===== src/rtl/bri_qq_drive.sv =====
// H-bridge / Q-damping switch sequencer: one transmit burst per start pulse,
// with burst parameters snapshotted at start and every output registered.
module bri_qq_drive #(
  parameter int unsigned CYC_W = 8
) (
  input  logic             clk_sys,
  input  logic             rst,
  input  logic             start,
  input  logic             abort,
  input  logic [CYC_W-1:0] cycle_num,
  input  logic [7:0]       half_para,
  input  logic [3:0]       qq_para1,
  input  logic [5:0]       qq_para2,
  input  logic [5:0]       qq_para3,
  output logic             bri_a,
  output logic             bri_b,
  output logic             qq_en,
  output logic             busy,
  output logic             done
);

  typedef enum logic [2:0] {
    IDLE, PH_A, DEAD_A, PH_B, DEAD_B, QQ_DLY, QQ_ON, DONE
  } state_t;

  state_t           state_q, state_d, nxt;
  logic             launch_q, launch_d, adv;
  logic [7:0]       cnt_q, cnt_d;
  logic [CYC_W-1:0] per_q, per_d;
  logic [CYC_W-1:0] cyc_q, cyc_d;
  logic [7:0]       half_q, half_d;
  logic [3:0]       qq1_q, qq1_d;
  logic [5:0]       qq2_q, qq2_d, qq3_q, qq3_d;
  logic             bri_a_q, bri_b_q, qq_en_q, busy_q, done_q;
  state_t           after_qdly, after_bri, after_per;

  always_comb begin
    state_d  = state_q;
    cnt_d    = cnt_q;
    per_d    = per_q;
    launch_d = 1'b0;
    cyc_d    = cyc_q;
    half_d   = half_q;
    qq1_d    = qq1_q;
    qq2_d    = qq2_q;
    qq3_d    = qq3_q;
    adv      = 1'b0;
    nxt      = IDLE;

    // zero-length stages are skipped by choosing the next non-empty successor
    after_qdly = (qq3_q != '0) ? QQ_ON : DONE;
    after_bri  = (qq2_q != '0) ? QQ_DLY : after_qdly;
    after_per  = (per_q > CYC_W'(1)) ? PH_A : after_bri;

    unique case (state_q)
      IDLE: begin
        if (launch_q) begin
          adv   = 1'b1;
          per_d = cyc_q;
          nxt   = (cyc_q != '0 && half_q != '0) ? PH_A : after_bri;
        end
      end
      PH_A:   if (cnt_q == 8'd1) begin adv = 1'b1; nxt = (qq1_q != '0) ? DEAD_A : PH_B; end
      DEAD_A: if (cnt_q == 8'd1) begin adv = 1'b1; nxt = PH_B; end
      PH_B: begin
        if (cnt_q == 8'd1) begin
          adv = 1'b1;
          nxt = (qq1_q != '0) ? DEAD_B : after_per;
          if (qq1_q == '0) per_d = per_q - CYC_W'(1);
        end
      end
      DEAD_B: if (cnt_q == 8'd1) begin adv = 1'b1; nxt = after_per; per_d = per_q - CYC_W'(1); end
      QQ_DLY: if (cnt_q == 8'd1) begin adv = 1'b1; nxt = after_qdly; end
      QQ_ON:  if (cnt_q == 8'd1) begin adv = 1'b1; nxt = DONE; end
      DONE:   begin adv = 1'b1; nxt = IDLE; end
      default: begin adv = 1'b1; nxt = IDLE; end
    endcase

    if (adv) begin
      state_d = nxt;
      unique case (nxt)
        PH_A, PH_B:     cnt_d = half_q;
        DEAD_A, DEAD_B: cnt_d = {4'b0, qq1_q};
        QQ_DLY:         cnt_d = {2'b0, qq2_q};
        QQ_ON:          cnt_d = {2'b0, qq3_q};
        default:        cnt_d = '0;
      endcase
    end else if (state_q != IDLE) begin
      cnt_d = cnt_q - 8'd1;
    end

    if (state_q == IDLE && !launch_q && start) begin
      launch_d = 1'b1;
      cyc_d    = cycle_num;
      half_d   = half_para;
      qq1_d    = qq_para1;
      qq2_d    = qq_para2;
      qq3_d    = qq_para3;
    end

    if (abort) begin
      state_d  = IDLE;
      launch_d = 1'b0;
      cnt_d    = '0;
      per_d    = '0;
      cyc_d    = cyc_q;
      half_d   = half_q;
      qq1_d    = qq1_q;
      qq2_d    = qq2_q;
      qq3_d    = qq3_q;
    end
  end

  always_ff @(posedge clk_sys or posedge rst) begin
    if (rst) begin
      state_q  <= IDLE;
      launch_q <= 1'b0;
      cnt_q    <= '0;
      per_q    <= '0;
      cyc_q    <= '0;
      half_q   <= '0;
      qq1_q    <= '0;
      qq2_q    <= '0;
      qq3_q    <= '0;
      bri_a_q  <= 1'b0;
      bri_b_q  <= 1'b0;
      qq_en_q  <= 1'b0;
      busy_q   <= 1'b0;
      done_q   <= 1'b0;
    end else begin
      state_q  <= state_d;
      launch_q <= launch_d;
      cnt_q    <= cnt_d;
      per_q    <= per_d;
      cyc_q    <= cyc_d;
      half_q   <= half_d;
      qq1_q    <= qq1_d;
      qq2_q    <= qq2_d;
      qq3_q    <= qq3_d;
      bri_a_q  <= (state_d == PH_A);
      bri_b_q  <= (state_d == PH_B);
      qq_en_q  <= (state_d == QQ_ON);
      busy_q   <= (state_d != IDLE);
      done_q   <= (state_d == DONE);
    end
  end

  assign bri_a = bri_a_q;
  assign bri_b = bri_b_q;
  assign qq_en = qq_en_q;
  assign busy  = busy_q;
  assign done  = done_q;

endmodule


===== config.mk =====
export PLATFORM = sky130hd
export DESIGN_NAME = bri_qq_drive
export DESIGN_NICKNAME = d
export VERILOG_FILES = /design/src/rtl/bri_qq_drive.sv
export SDC_FILE = /design/constraint.sdc
export NUM_CORES = 1
export LEC_CHECK = 0
export CAP_MARGIN = 20
export CORE_MARGIN = 3
export CORE_UTILIZATION = 30
export DETAILED_ROUTE_END_ITERATION = 10
export GPL_TIMING_DRIVEN = 0
export SYNTH_ARGS = -nofsm -noshare
export SYNTH_HDL_FRONTEND = slang
export SYNTH_SLANG_ARGS = --single-unit

===== constraint.sdc =====
create_clock -name clk_sys -period 3.2 [get_ports clk_sys]
set_input_delay 0.64 -clock clk_sys [delete_from_list [all_inputs] [get_ports clk_sys]]
set_output_delay 0.64 -clock clk_sys [all_outputs]
set_load 0.02 [all_outputs]

==> flow_summary.toml, run 1 <==
[cts]
postCtsSetupBuffers = 0
cts_tree = "done"
clk_latency_ps = 350
numCtsBuffers = 9
root_buffer = "clkbuf_8"
clock_path_buffers = 2
clk_pin_slew_ps = 70
h-tree-depth = 3
clock-sinks = 57

[floorplan]
die-area_um2 = 11300
io_pins = 41
rows = 36
dieHeight_um = 107
core_region_area_um2 = 9820
die_w_um = 107
start_util_pct = 30.9

[sta]
hold_violations = 0
fin_ws_ps = 148
min_period_over_period_pct = 95.4
max_freq_mhz = 328
relSlewSlack_pct = 48.0
min_period_ps = 3050
setup_viol = 0
skew_ps = 7.20
fin_tns_setup_ps = 0
tightest_slew_ps = 773
rsz0062_at_grt = "false"
drv_slew = 0

[route]
dr.pass1.iters = 4
antenna_left = 0
routed_wl_um = 7310
vias = 2544
avgRoutedWirePerCell_um = 15.0
vias_per_cell = 5.22
drc = 0
drtIter0Drc = 141

[yosys]
netlist_instances = 297
synth_edf_count = 0
synth.cell_area_um2 = 3030
async_reset_ff_share_pct = 100
avgSynthCellArea_um2 = 10.2
yosys_register_bits = 57
yosys_warnings = 0
synth_ff_type = "dfrtp_1"
seq_area_frac_synth_pct = 47.0
synth_nets = 337
yosysUniqueCellTypes = 51

[power_and_ir_drop]
vdd_drop_max_uv = 407
power_density_nw_per_um2 = 985
leakage_nw = 1.55

[global_routing]
grt_pass1_wl_um = 12300
antenna_found_initial = 0
grt.total_usage_pct = 13.7
overflow = 0
grt_pass1_vias = 2443
grt_max_degree = 30

[min_path]
min_path_type = "reg2reg"
hold_start = "qq3_q[1]"

[placement]
pre_cts_ws_ps = 188
dp_hpwl_um = 5460
dpl.cell_count = 471
gp_congestion = 0.852
io_buffers = 40
placed_area_um2 = 3620

[layout]
regArea_um2 = 1430
final_common_cell = "dfrtp_1"
utilization_pct = 39.0
final_cell_mix = "dfrtp_1 (57), clkdlybuf4s50_1 (40), mux2_2 (32), nor2_1 (28), nand2_1 (22)"
nets = 389
syn2layout_area_growth_pct = 26.3
fin_cells = 487
final_cell_area_um2 = 3830
final_layout_size_suffix_gt1_share_pct = 19.5
antennaDiodeCount = 0
multi_input_area_um2 = 1510
fill_cells = 1015

[setup_path]
crit_fanout = 7
cp_num_buf_inv = 1
critPathRequiredTime_ps = 3410
crit_type = "reg2reg"
critPathTopFamily = "simple AND/OR/NAND/NOR gates"
crit_start = "per_q[3]"
crit_chain = "or4_4, or4_4, o311ai_2, o311ai_2, and3_1, buf_2, a221oi_1, nor4_1"
reg2reg_from = "per_q[3]"
cp-start-kind = "flip-flop"
critical_path_arrival_ps = 3260
cpPeakStageDelay_ps = 580
cp-end-kind = "flip-flop"
crit_slowest_cell = "or4_4"

[flow_run]
cap_violations = 0

[run_status]
outcome = "finished, final reports clean"
-- final timing paths --
path                       depth (start not counted)        end  slack (ps)
setup / recovery                                   8   cnt_q[5]         150
hold / removal                                     1   qq3_q[1]         540
setup reg to reg                                   8   cnt_q[5]         150
hold reg to reg                                    1   qq3_q[1]         540
max in group asynchronous                          3  half_q[5]        1930
min in group asynchronous                          2   cyc_q[7]         690
-- power by group --
part	switching (mW)	total, mW	internal, mW
clock network	0.316	0.681	0.365
logic	0.996	1.81	0.812
registers	0.268	1.28	1.01
total	1.58	3.77	2.19
-- layer usage --
| metal | GRT usage (%) | vias to the layer above | wire [um] |
|---|---|---|---|
| li1 | - | 1207 | - |
| met1 | 18.7 | 1256 | 3330 |
| met2 | 20.7 | 70 | 3380 |
| met3 | 3.46 | 11 | 467 |
| met4 | 5.75 | 0 | 126 |
| met5 | 0 | - | 0 |
-- flip-flops by register name (all words and copies together), names as in the netlist, 3 cells and up --
register,count
cnt_q,8
cyc_q,8
half_q,8
per_q,8
qq2_q,6
qq3_q,6
qq1_q,4
state_q,3
-- per-stage QoR --
step	total power, mW	hold slack, ps
6_report	3.77	538
3_3_place_gp	3.01	520
3_5_place_dp	3.07	523
4_1_cts	3.76	540
2_1_floorplan	2.59	492
5_1_grt	4.07	564
-- cell usage after synthesis, types with 2 or more instances --
master / number / area share [%]
dfrtp_1: 57 / 47
mux2_2: 32 / 12
nor2_1: 28 / 3.5
nand2_1: 22 / 2.7
o21ai_0: 20 / 3.3
nor3_1: 15 / 2.5
a21oi_1: 11 / 1.8
inv_1: 11 / 1.4
nor4_1: 9 / 1.9
clkbuf_1: 8 / 0.99
a22oi_1: 7 / 1.7
a221oi_1: 5 / 1.4
nand2b_1: 5 / 1.0
a22o_1: 4 / 1.2
a31oi_1: 4 / 0.83
ha_1: 4 / 1.7
xnor2_1: 4 / 1.2
buf_1: 3 / 0.37
buf_2: 3 / 0.50
o31ai_1: 3 / 0.74
or3_1: 3 / 0.62
a211oi_2: 2 / 0.83
a221oi_2: 2 / 0.99
and2_4: 2 / 0.58
and3_1: 2 / 0.41
nand3_1: 2 / 0.33
nand4_1: 2 / 0.41
o311ai_2: 2 / 1.1
or4_1: 2 / 0.50
or4_4: 2 / 0.74
-- area by class of cell --
type,instances,area share (%)
Multi-Input combinational cell,215,39.5
Sequential cell,57,37.3
Timing Repair Buffer,41,11.0
Tap cell,133,4.35
Clock buffer,9,3.24
Clock inverter,7,2.09
Buffer,14,1.47
Inverter,11,1.08
-- what timing repair did --
item | 4_1_cts | 5_1_grt
hold buffers | 0 | 0
hold endpoints to repair | 0 | 0
resized for setup | 0 | 1
endpoints found under the setup margin | 0 | 1
-- cell families (layout without fill, tap and decap cells) --
kind of cell,Yosys count,count (layout),synth area share [%]
simple gates,103,103,17.7
compound gates,71,71,17.0
flops,57,57,47.0
mux,33,33,12.2
buf+inv,25,82,3.22
fa+ha+maj,4,4,1.65
xor+xnor,4,4,1.16
Note: power is estimated with default switching activity, not from simulation.
==> inputs of run 2 (changes only) <==
- CORE_UTILIZATION: 30 -> 50
- PLACE_DENSITY: not set -> 0.75
- clock period: 3.2 -> 2.63 ns (I/O delays scaled with it)
==> run 2 against run 1 <==
Compared with the run above: the flow now finishes with violations (negative setup slack); utilization up 32 points; worst hold slack worse by 1.9 ps; sequential cell count unchanged; sequential power up 25%; sequential share of layout area down 1.8 points; global-route usage up 9.5 points; via count up 3.2%; cell area up 5.1%; final cell count down 11%; first-iteration DRC count up 57%; critical path depth unchanged.
==> flow_summary.toml, run 2 (synthesized netlist as in run 1, its figures left out) <==
[cts]
h-tree-depth = 3
root_buffer = "clkbuf_8"
clock-sinks = 57
clock_path_buffers = 2
cts_tree = "done"
clk_pin_slew_ps = 70
clk_latency_ps = 330
numCtsBuffers = 9

[global_routing]
grt_pass1_wl_um = 13200
grt_max_degree = 36
grt_pass1_vias = 2686
gr-usage-met2_pct = 36.5
grt.busiest_layer = "met2"
met3_usage_pct = 5.23
overflow = 0
grt_use_met1_pct = 31.7
antenna_found_initial = 0
grt.total_usage_pct = 23.2

[floorplan]
core_region_area_um2 = 5680
rows = 27
io_pins = 41
die_w_um = 83.9
dieHeight_um = 83.9
die-area_um2 = 7030
start_util_pct = 53.4

[route]
vias = 2625
drc = 0
routed_wl_um = 7610
dr.pass1.iters = 5
antenna_left = 0
avgRoutedWirePerCell_um = 17.5
vias_per_cell = 6.03
drtIter0Drc = 222

[layout]
syn2layout_area_growth_pct = 32.7
final_common_cell = "dfrtp_1"
nets = 399
final_cell_mix = "dfrtp_1 (56), clkdlybuf4s50_1 (40), mux2_2 (32), nor2_1 (28), nand2_1 (22)"
final_layout_size_suffix_gt1_share_pct = 26.4
antennaDiodeCount = 0

[setup_path]
crit_type = "reg2reg"
critical_path_arrival_ps = 2950
crit_fanout = 5
cp-start-kind = "flip-flop"
ff2ff_path_depth = 8
critPathRequiredTime_ps = 2820
cpPeakStageDelay_ps = 540
crit_slowest_cell = "or4_4"
crit_chain = "or4_4, or4_4, o311ai_4, o311ai_4, a21boi_2, and2_4, a221oi_4, a211oi_2"
cp-end-kind = "flip-flop"

[sta]
hold_violations = 0
skew_ps = 9.79
min_period_over_period_pct = 105
fin_tns_setup_ps = -684
setup_viol = 6
tightest_slew_ps = 597
fin_ws_ps = -134
max_freq_mhz = 362
relSlewSlack_pct = 60.2
rsz0062_at_grt = "true"
drv_slew = 0
min_period_ps = 2760

[placement]
gp_congestion = 0.895
dp_hpwl_um = 5250
pre_cts_ws_ps = -378
io_buffers = 40

[power_and_ir_drop]
power_density_nw_per_um2 = 1280
leakage_nw = 1.68
vdd_drop_max_uv = 743

[run_status]
violations = "negative setup slack"
outcome = "complete, but fails checks"

[flow_run]
cap_violations = 0

[min_path]
min_path_type = "in2async"
-- run 2: cell types whose count changed in the layout (fill, tap and decap cells not counted), sizes merged --
cell      before  now
clkbuf        17   21
inv           12   11
buf            7   17
bufinv         1    2
clkinvlp       2    0
clkinv         3    0
-- run 2: final cells by class --
class | instances | area (um2)
buffer | 12 | 48.8
clock buffer | 13 | 169
clock inverter | 2 | 60.1
fill | 431 | 1650
inverter | 11 | 41.3
multi-input combinational | 215 | 1670
sequential | 57 | 1430
tap | 72 | 90.1
timing repair buffer | 53 | 514
-- run 2: final timing paths --
check | startpoint | slack (ps) | end
setup / recovery | per_q[6] | -130 | cnt_q[0]
hold / removal | rst | 540 | qq2_q[3]
max in group asynchronous | rst | 1530 | per_q[3]
hold reg to reg | per_q[6] | 540 | per_q[6]
min in group clk_sys | per_q[6] | 540 | per_q[6]
setup reg to reg | per_q[6] | -130 | cnt_q[0]
-- run 2: critical path, delay by kind of cell (launching register included) --
family / cells / cell delay [ps]
flip-flops: 1 / 370
AND/OR/NAND/NOR: 3 / 1210
AO/OA/AOI/OAI: 5 / 1040
-- run 2: repair_timing --
item	in CTS	in global routing
endpoints found under the setup margin	10	51
cloned	0	0
resized for setup	25	11
pin swaps	18	5
endpoints found under the hold margin	0	0
setup buffers	10	2
hold buffers	0	0
-- run 2: per-layer routing --
layer	part of all wire [%]	vias up
li1	-	1217
met1	45	1295
met2	48	93
met3	5.0	20
met4	2.3	0
met5	0	-
-- run 2: stage by stage --
stage               cell area, um2  util [%]  hold WS (ps)  instances  total power [mW]
CTS                           3990      70.3           541        434              5.09
finish                        4020      70.9           537        435              5.16
detailed placement            3540      62.4           525        410              3.73
floorplan                     3030         -           492        297              3.16
global placement              3520      62.1           514        409              3.65
global route                  4020      70.9           558        435              5.51
-- run 2: where the power goes --
part / leakage [nW] / switching (mW) / internal, mW / total (mW)
clock: 0.116 / 0.323 / 0.606 / 0.930
combinational: 0.846 / 1.42 / 1.21 / 2.63
sequential: 0.714 / 0.365 / 1.23 / 1.60
==> inputs of run 3 (changes only) <==
- GPL_ROUTABILITY_DRIVEN: not set -> 1
- RECOVER_POWER: not set -> 100
==> run 3 against run 2 <==
Compared with the run above: the flow still finishes with violations (negative setup slack); first-iteration DRC count down 6.8%; via count grew 0.69%; cell area fell by 0.37%; final cell count unchanged; clock skew is 0.54 ps higher; power is 0.20% lower; non-clock buffer count stayed put; largest power group unchanged.
==> flow_summary.toml, run 3 (synthesized netlist as in run 1, its figures left out) <==
[layout]
utilization_pct = 70.6
final_common_cell = "dfrtp_1"
multi_input_area_um2 = 1670
antennaDiodeCount = 0
regArea_um2 = 1430
syn2layout_area_growth_pct = 32.2
fill_cells = 433
fin_cells = 435
final_cell_mix = "dfrtp_1 (56), clkdlybuf4s50_1 (34), mux2_2 (32), nor2_1 (28), nand2_1 (22)"
final_layout_size_suffix_gt1_share_pct = 26.2
nets = 399

[global_routing]
grt_max_degree = 36
antenna_found_initial = 0
overflow = 0
grt_pass1_vias = 2686
grt_pass1_wl_um = 13200
grt.total_usage_pct = 23.2

[setup_path]
crit_start = "per_q[6]"
cp_num_buf_inv = 0
crit_chain = "or4_4, or4_4, o311ai_4, o311ai_4, a21boi_2, and2_4, a221oi_4, a211oi_2"
crit_type = "reg2reg"
reg2reg_from = "per_q[6]"
cp-end-kind = "flip-flop"
critPathTopFamily = "simple AND/OR/NAND/NOR gates"
cp-start-kind = "flip-flop"
crit_slowest_cell = "or4_4"
r2r_setup_slack_ps = -130
ff2ff_path_depth = 8
critical_path_arrival_ps = 2950
crit_path_end = "cnt_q[0]"
cp.depth = 8
reg2reg_to = "cnt_q[0]"
crit_fanout = 5
cpPeakStageDelay_ps = 540
critPathRequiredTime_ps = 2820

[power_and_ir_drop]
combPwrFrac_pct = 51.0
intPower_mw = 3.04
p_seq_share_pct = 31.0
power_frac_clock_pct = 18.0
leakage_nw = 1.69
p_sw_mw = 2.11
p_total_mw = 5.15
vdd_drop_max_uv = 735
p_sw_share_pct = 40.9
power_density_nw_per_um2 = 1290

[cts]
numCtsBuffers = 9
clock-sinks = 57
clk_pin_slew_ps = 70
cts_tree = "done"
clk_latency_ps = 330
h-tree-depth = 3
clock_path_buffers = 2
root_buffer = "clkbuf_8"

[sta]
skew_ps = 10.3
rsz0062_at_grt = "true"
fin_ws_ps = -133
max_freq_mhz = 362
drv_slew = 0
min_period_ps = 2760
fin_tns_setup_ps = -674
hold_violations = 0
min_period_over_period_pct = 105
relSlewSlack_pct = 43.0
setup_viol = 6
tightest_slew_ps = 854

[floorplan]
io_pins = 41
rows = 27
dieHeight_um = 83.9
start_util_pct = 53.4
die-area_um2 = 7030
core_region_area_um2 = 5680
die_w_um = 83.9

[route]
dr.pass1.iters = 4
routed_wl_um = 7600
avgRoutedWirePerCell_um = 17.5
vias = 2643
antenna_left = 0
drc = 0
vias_per_cell = 6.08
drtIter0Drc = 207

[placement]
io_buffers = 40
pre_cts_ws_ps = -378
dp_hpwl_um = 5250
gp_congestion = 0.895
dpl.cell_count = 410

[run_status]
violations = "negative setup slack"
outcome = "complete, but fails checks"

[min_path]
holdPathStages = 1
min_path_type = "reg2reg"

[flow_run]
cap_violations = 0
## run 3: cell types whose count changed in the layout (fill, tap and decap cells not counted)
cell,previous run,this run
inv_1,10,11
clkdlybuf4s50_1,40,34
buf_12,1,0
clkbuf_2,2,3
inv_2,1,0
dlygate4sd3_1,0,6
## run 3: routing by layer
metal / global-route usage (%) / part of all wire (%) / vias to the layer above
met3: 5.23 / 4.8 / 22
met1: 31.7 / 45 / 1307
met2: 36.5 / 48 / 93
met5: 0 / 0 / -
met4: 7.75 / 2.4 / 0
li1: - / - / 1221
## run 3: worst min path at each step
stage	from	slack, ps	end
2_1_floorplan	per_q[6]	490	per_q[6]
3_3_place_gp	per_q[6]	510	per_q[6]
3_5_place_dp	qq3_q[4]	520	qq3_q[4]
4_1_cts	qq3_q[2]	540	qq3_q[2]
5_1_grt	qq3_q[2]	560	qq3_q[2]
6_report	qq3_q[1]	540	qq3_q[1]
## run 3: metrics by stage
| stage | cell area [um2] | hold slack [ps] |
|---|---|---|
| floorplan | 3030 | 492 |
| global placement | 3520 | 514 |
| detailed placement | 3540 | 525 |
| CTS | 3990 | 541 |
| global route | 4010 | 558 |
| finish | 4010 | 536 |
## run 3: timing repair
action,CTS,global route
hold buffers,0,0
endpoints found under the setup margin,10,51
buffers inserted,10,2
cloned,0,0
pin swaps,18,5
resized for setup,25,11
## run 3: cell type report
type	count	share of cell area, %
multi-input cells	215	41.7
flip-flops and latches	57	35.6
repair buffers	53	12.5
clock buffers	13	4.21
well taps	72	2.25
clock inverters	2	1.50
plain buffers	12	1.22
inverters	11	1.03
## run 3: power by group through the flow
stage	clock network, mW	logic (mW)	registers [mW]
floorplan	0	1.69	1.47
global placement	0	2.10	1.55
detailed placement	0	2.17	1.56
CTS	0.951	2.56	1.58
global route	0.989	2.86	1.65
finish	0.929	2.63	1.60
==> RTL edit, RTL diff (settings of run 1) <==
Change the parameter `CYC_W` from 8 to 10.
--- a/src/rtl/bri_qq_drive.sv
+++ b/src/rtl/bri_qq_drive.sv
@@ -2,5 +2,5 @@
 // with burst parameters snapshotted at start and every output registered.
 module bri_qq_drive #(
-  parameter int unsigned CYC_W = 8
+  parameter int unsigned CYC_W = 10
 ) (
   input  logic             clk_sys,
Interface: changed (resized cycle_num); port bits go from 41 to 43. No check against the original RTL was run, so the function may have changed too.
==> RTL edit against run 1 <==
Synthesized area up 11%. Worst setup slack better by 0.19 ns. Non-clock buffer count up 4. Cell area up 8.2%. Highest routed layer unchanged. Critical path depth up 1. Wire length up 15%. Total power down 0.14%. First-iteration DRC count up 81%. Sequential cell count up 4.
==> RTL edit: results (changes against run 1) <==
Status - finished, final reports clean (unchanged)
Syn. warnings - 0 (unchanged)
Global-route wire length before repair - 13900 µm (was 12300 µm)
Post-CTS sizing - 0 (unchanged)
DP HPWL - 6250 µm (was 5460 µm)
DR iter-0 viols - 255 (was 141)
Hold path startpoint - per_q[9] (was qq3_q[1])
Post-synth net total - 378 (was 337)
Pin count of the biggest net entering global routing - 34 (was 30)
Routability congestion estimate - 0.875 (was 0.852)
Metal3 WL - 445 µm (was 467 µm)
Clock slew at reported path FFs - 0.07 ns (about the same)
Asr flop ratio synth - 1.00 (unchanged)
Synth cell count leaders - dfrtp_1, mux2_2, nor2_1, a21oi_1, o21ai_0 (was dfrtp_1, mux2_2, nor2_1, nand2_1, o21ai_0)
Synth area leaders - dfrtp_1, mux2_2, a21oi_1, o21ai_0, nor2_1 (was dfrtp_1, mux2_2, nor2_1, o21ai_0, nand2_1)
Lkg Pwr - 0.00175 µW (was 0.00155 µW)
GRT Total Usage - 0.137 (about the same)
CP max-delay cell - a31oi_1 (was or4_4)
CP peak stage delay - 0.51 ns (was 0.58 ns)
Slew margin rel. - 0.574 (was 0.480)
Fraction of layout cells with a size suffix above 1 - 0.185 (was 0.195)
Critical path launch point - per_q[0] (was per_q[3])
Nets - 432 (was 389)
Worst hold-check path type - flip-flop to flip-flop (unchanged)
# fillers - 1062 (was 1015)
WL per Instance - 15.8 µm (was 15.0 µm)
Vias in the first global route - 2679 (was 2443)
IO buf count - 42 (was 40)
Final Skew - 0.00630 ns (was 0.00720 ns)
Sequential area share after synthesis - 0.455 (was 0.470)
Post-CTS Repair Setup Buffers - 0 (unchanged)
CP max FO - 9 (was 7)
Max rail drop VDD - 0.378 mV (was 0.407 mV)
Met2 WL - 3780 µm (was 3380 µm)
Largest registers - cyc_q x10, per_q x10
Yosys cell types - 56 (was 51)
Arrival time worst endpoint - 3.09 ns (was 3.26 ns)
Clk buf depth - 2 (unchanged)
M1 WL - 4040 µm (was 3330 µm)
Drt pass-1 iters - 5 (was 4)
DR vias/cell - 5.26 (was 5.22)
==> RTL edit: changes by cell type in the layout (fill, tap and decap cells not counted), moves of 4 or more <==
cell      before  now
xor2_1         0    5
o21ai_1        1    8
a31oi_1        4   15
xnor2_1        4    0
nor3_1        15   10
a21oi_1       11   20
dfrtp_1       57   61
a22oi_1        7    3
a41o_1         0    4
nand2_1       22   17
a21boi_0       0    7
a221oi_1       4    0
==> RTL edit: final timing paths <==
check                            to  slack (ns)  depth (start not counted)
setup / recovery           cnt_q[1]        0.34                          9
hold / removal             per_q[9]        0.52                          2
setup reg to reg           cnt_q[1]        0.34                          9
hold reg to reg            per_q[9]        0.52                          2
max in group asynchronous  qq1_q[1]        1.90                          3
min in group asynchronous  cyc_q[7]        0.70                          2
==> RTL edit: report_power, final <==
group / leakage [µW] / internal, µW / switching [µW]
logic: 0.000898 / 773 / 955
registers: 0.000758 / 1100 / 306
clock network: 0.0000921 / 319 / 306
total: 0.00175 / 2200 / 1570
==> RTL edit: cell type report <==
| type | instances | area share |
|---|---|---|
| buffer | 16 | 0.0172 |
| clock buffer | 12 | 0.0375 |
| clock inverter | 4 | 0.00544 |
| inverter | 15 | 0.0136 |
| multi-input combinational | 244 | 0.410 |
| sequential | 61 | 0.368 |
| tap | 136 | 0.0411 |
| timing repair buffer | 43 | 0.106 |
==> RTL edit: routing by layer <==
layer | global-route usage | vias up
li1 | - | 1351
met1 | 0.184 | 1344
met2 | 0.208 | 83
met3 | 0.0370 | 14
met4 | 0.0543 | 0
met5 | 0 | -
==> RTL edit: kinds of logic after synthesis <==
| kind of cell | Yosys count | share of synthesized area |
|---|---|---|
| compound gates | 107 | 0.219 |
| xor+xnor | 5 | 0.0131 |
| fa+ha+maj | 4 | 0.0149 |
| buf+inv | 31 | 0.0380 |
| flops | 61 | 0.455 |
| mux | 34 | 0.114 |
| simple gates | 94 | 0.146 |
==> RTL edit: stage by stage <==
| stage | instances | worst slack, ns | hold WS, ns | total power, µW | area [µm²] |
|---|---|---|---|---|---|
| 6_report | 531 | 0.336 | 0.520 | 3760 | 4140 |
| 5_1_grt | 531 | 0.158 | 0.546 | 4040 | 4140 |
| 4_1_cts | 531 | 0.391 | 0.520 | 3770 | 4140 |
| 3_5_place_dp | 515 | 0.349 | 0.504 | 3130 | 3970 |
| 3_3_place_gp | 514 | -0.0466 | 0.496 | 3070 | 3950 |
| 2_1_floorplan | 336 | 0.748 | 0.471 | 2640 | 3350 |
==> RTL edit: worst max-delay path: cells and delay by family (launching register included) <==
family / cells / cell delay (ns)
buffers and inverters: 1 / 0.09
AND/OR/NAND/NOR: 1 / 0.11
AO/OA/AOI/OAI: 6 / 1.90
flip-flops: 1 / 0.38
adder cells (fa/ha/maj): 1 / 0.28
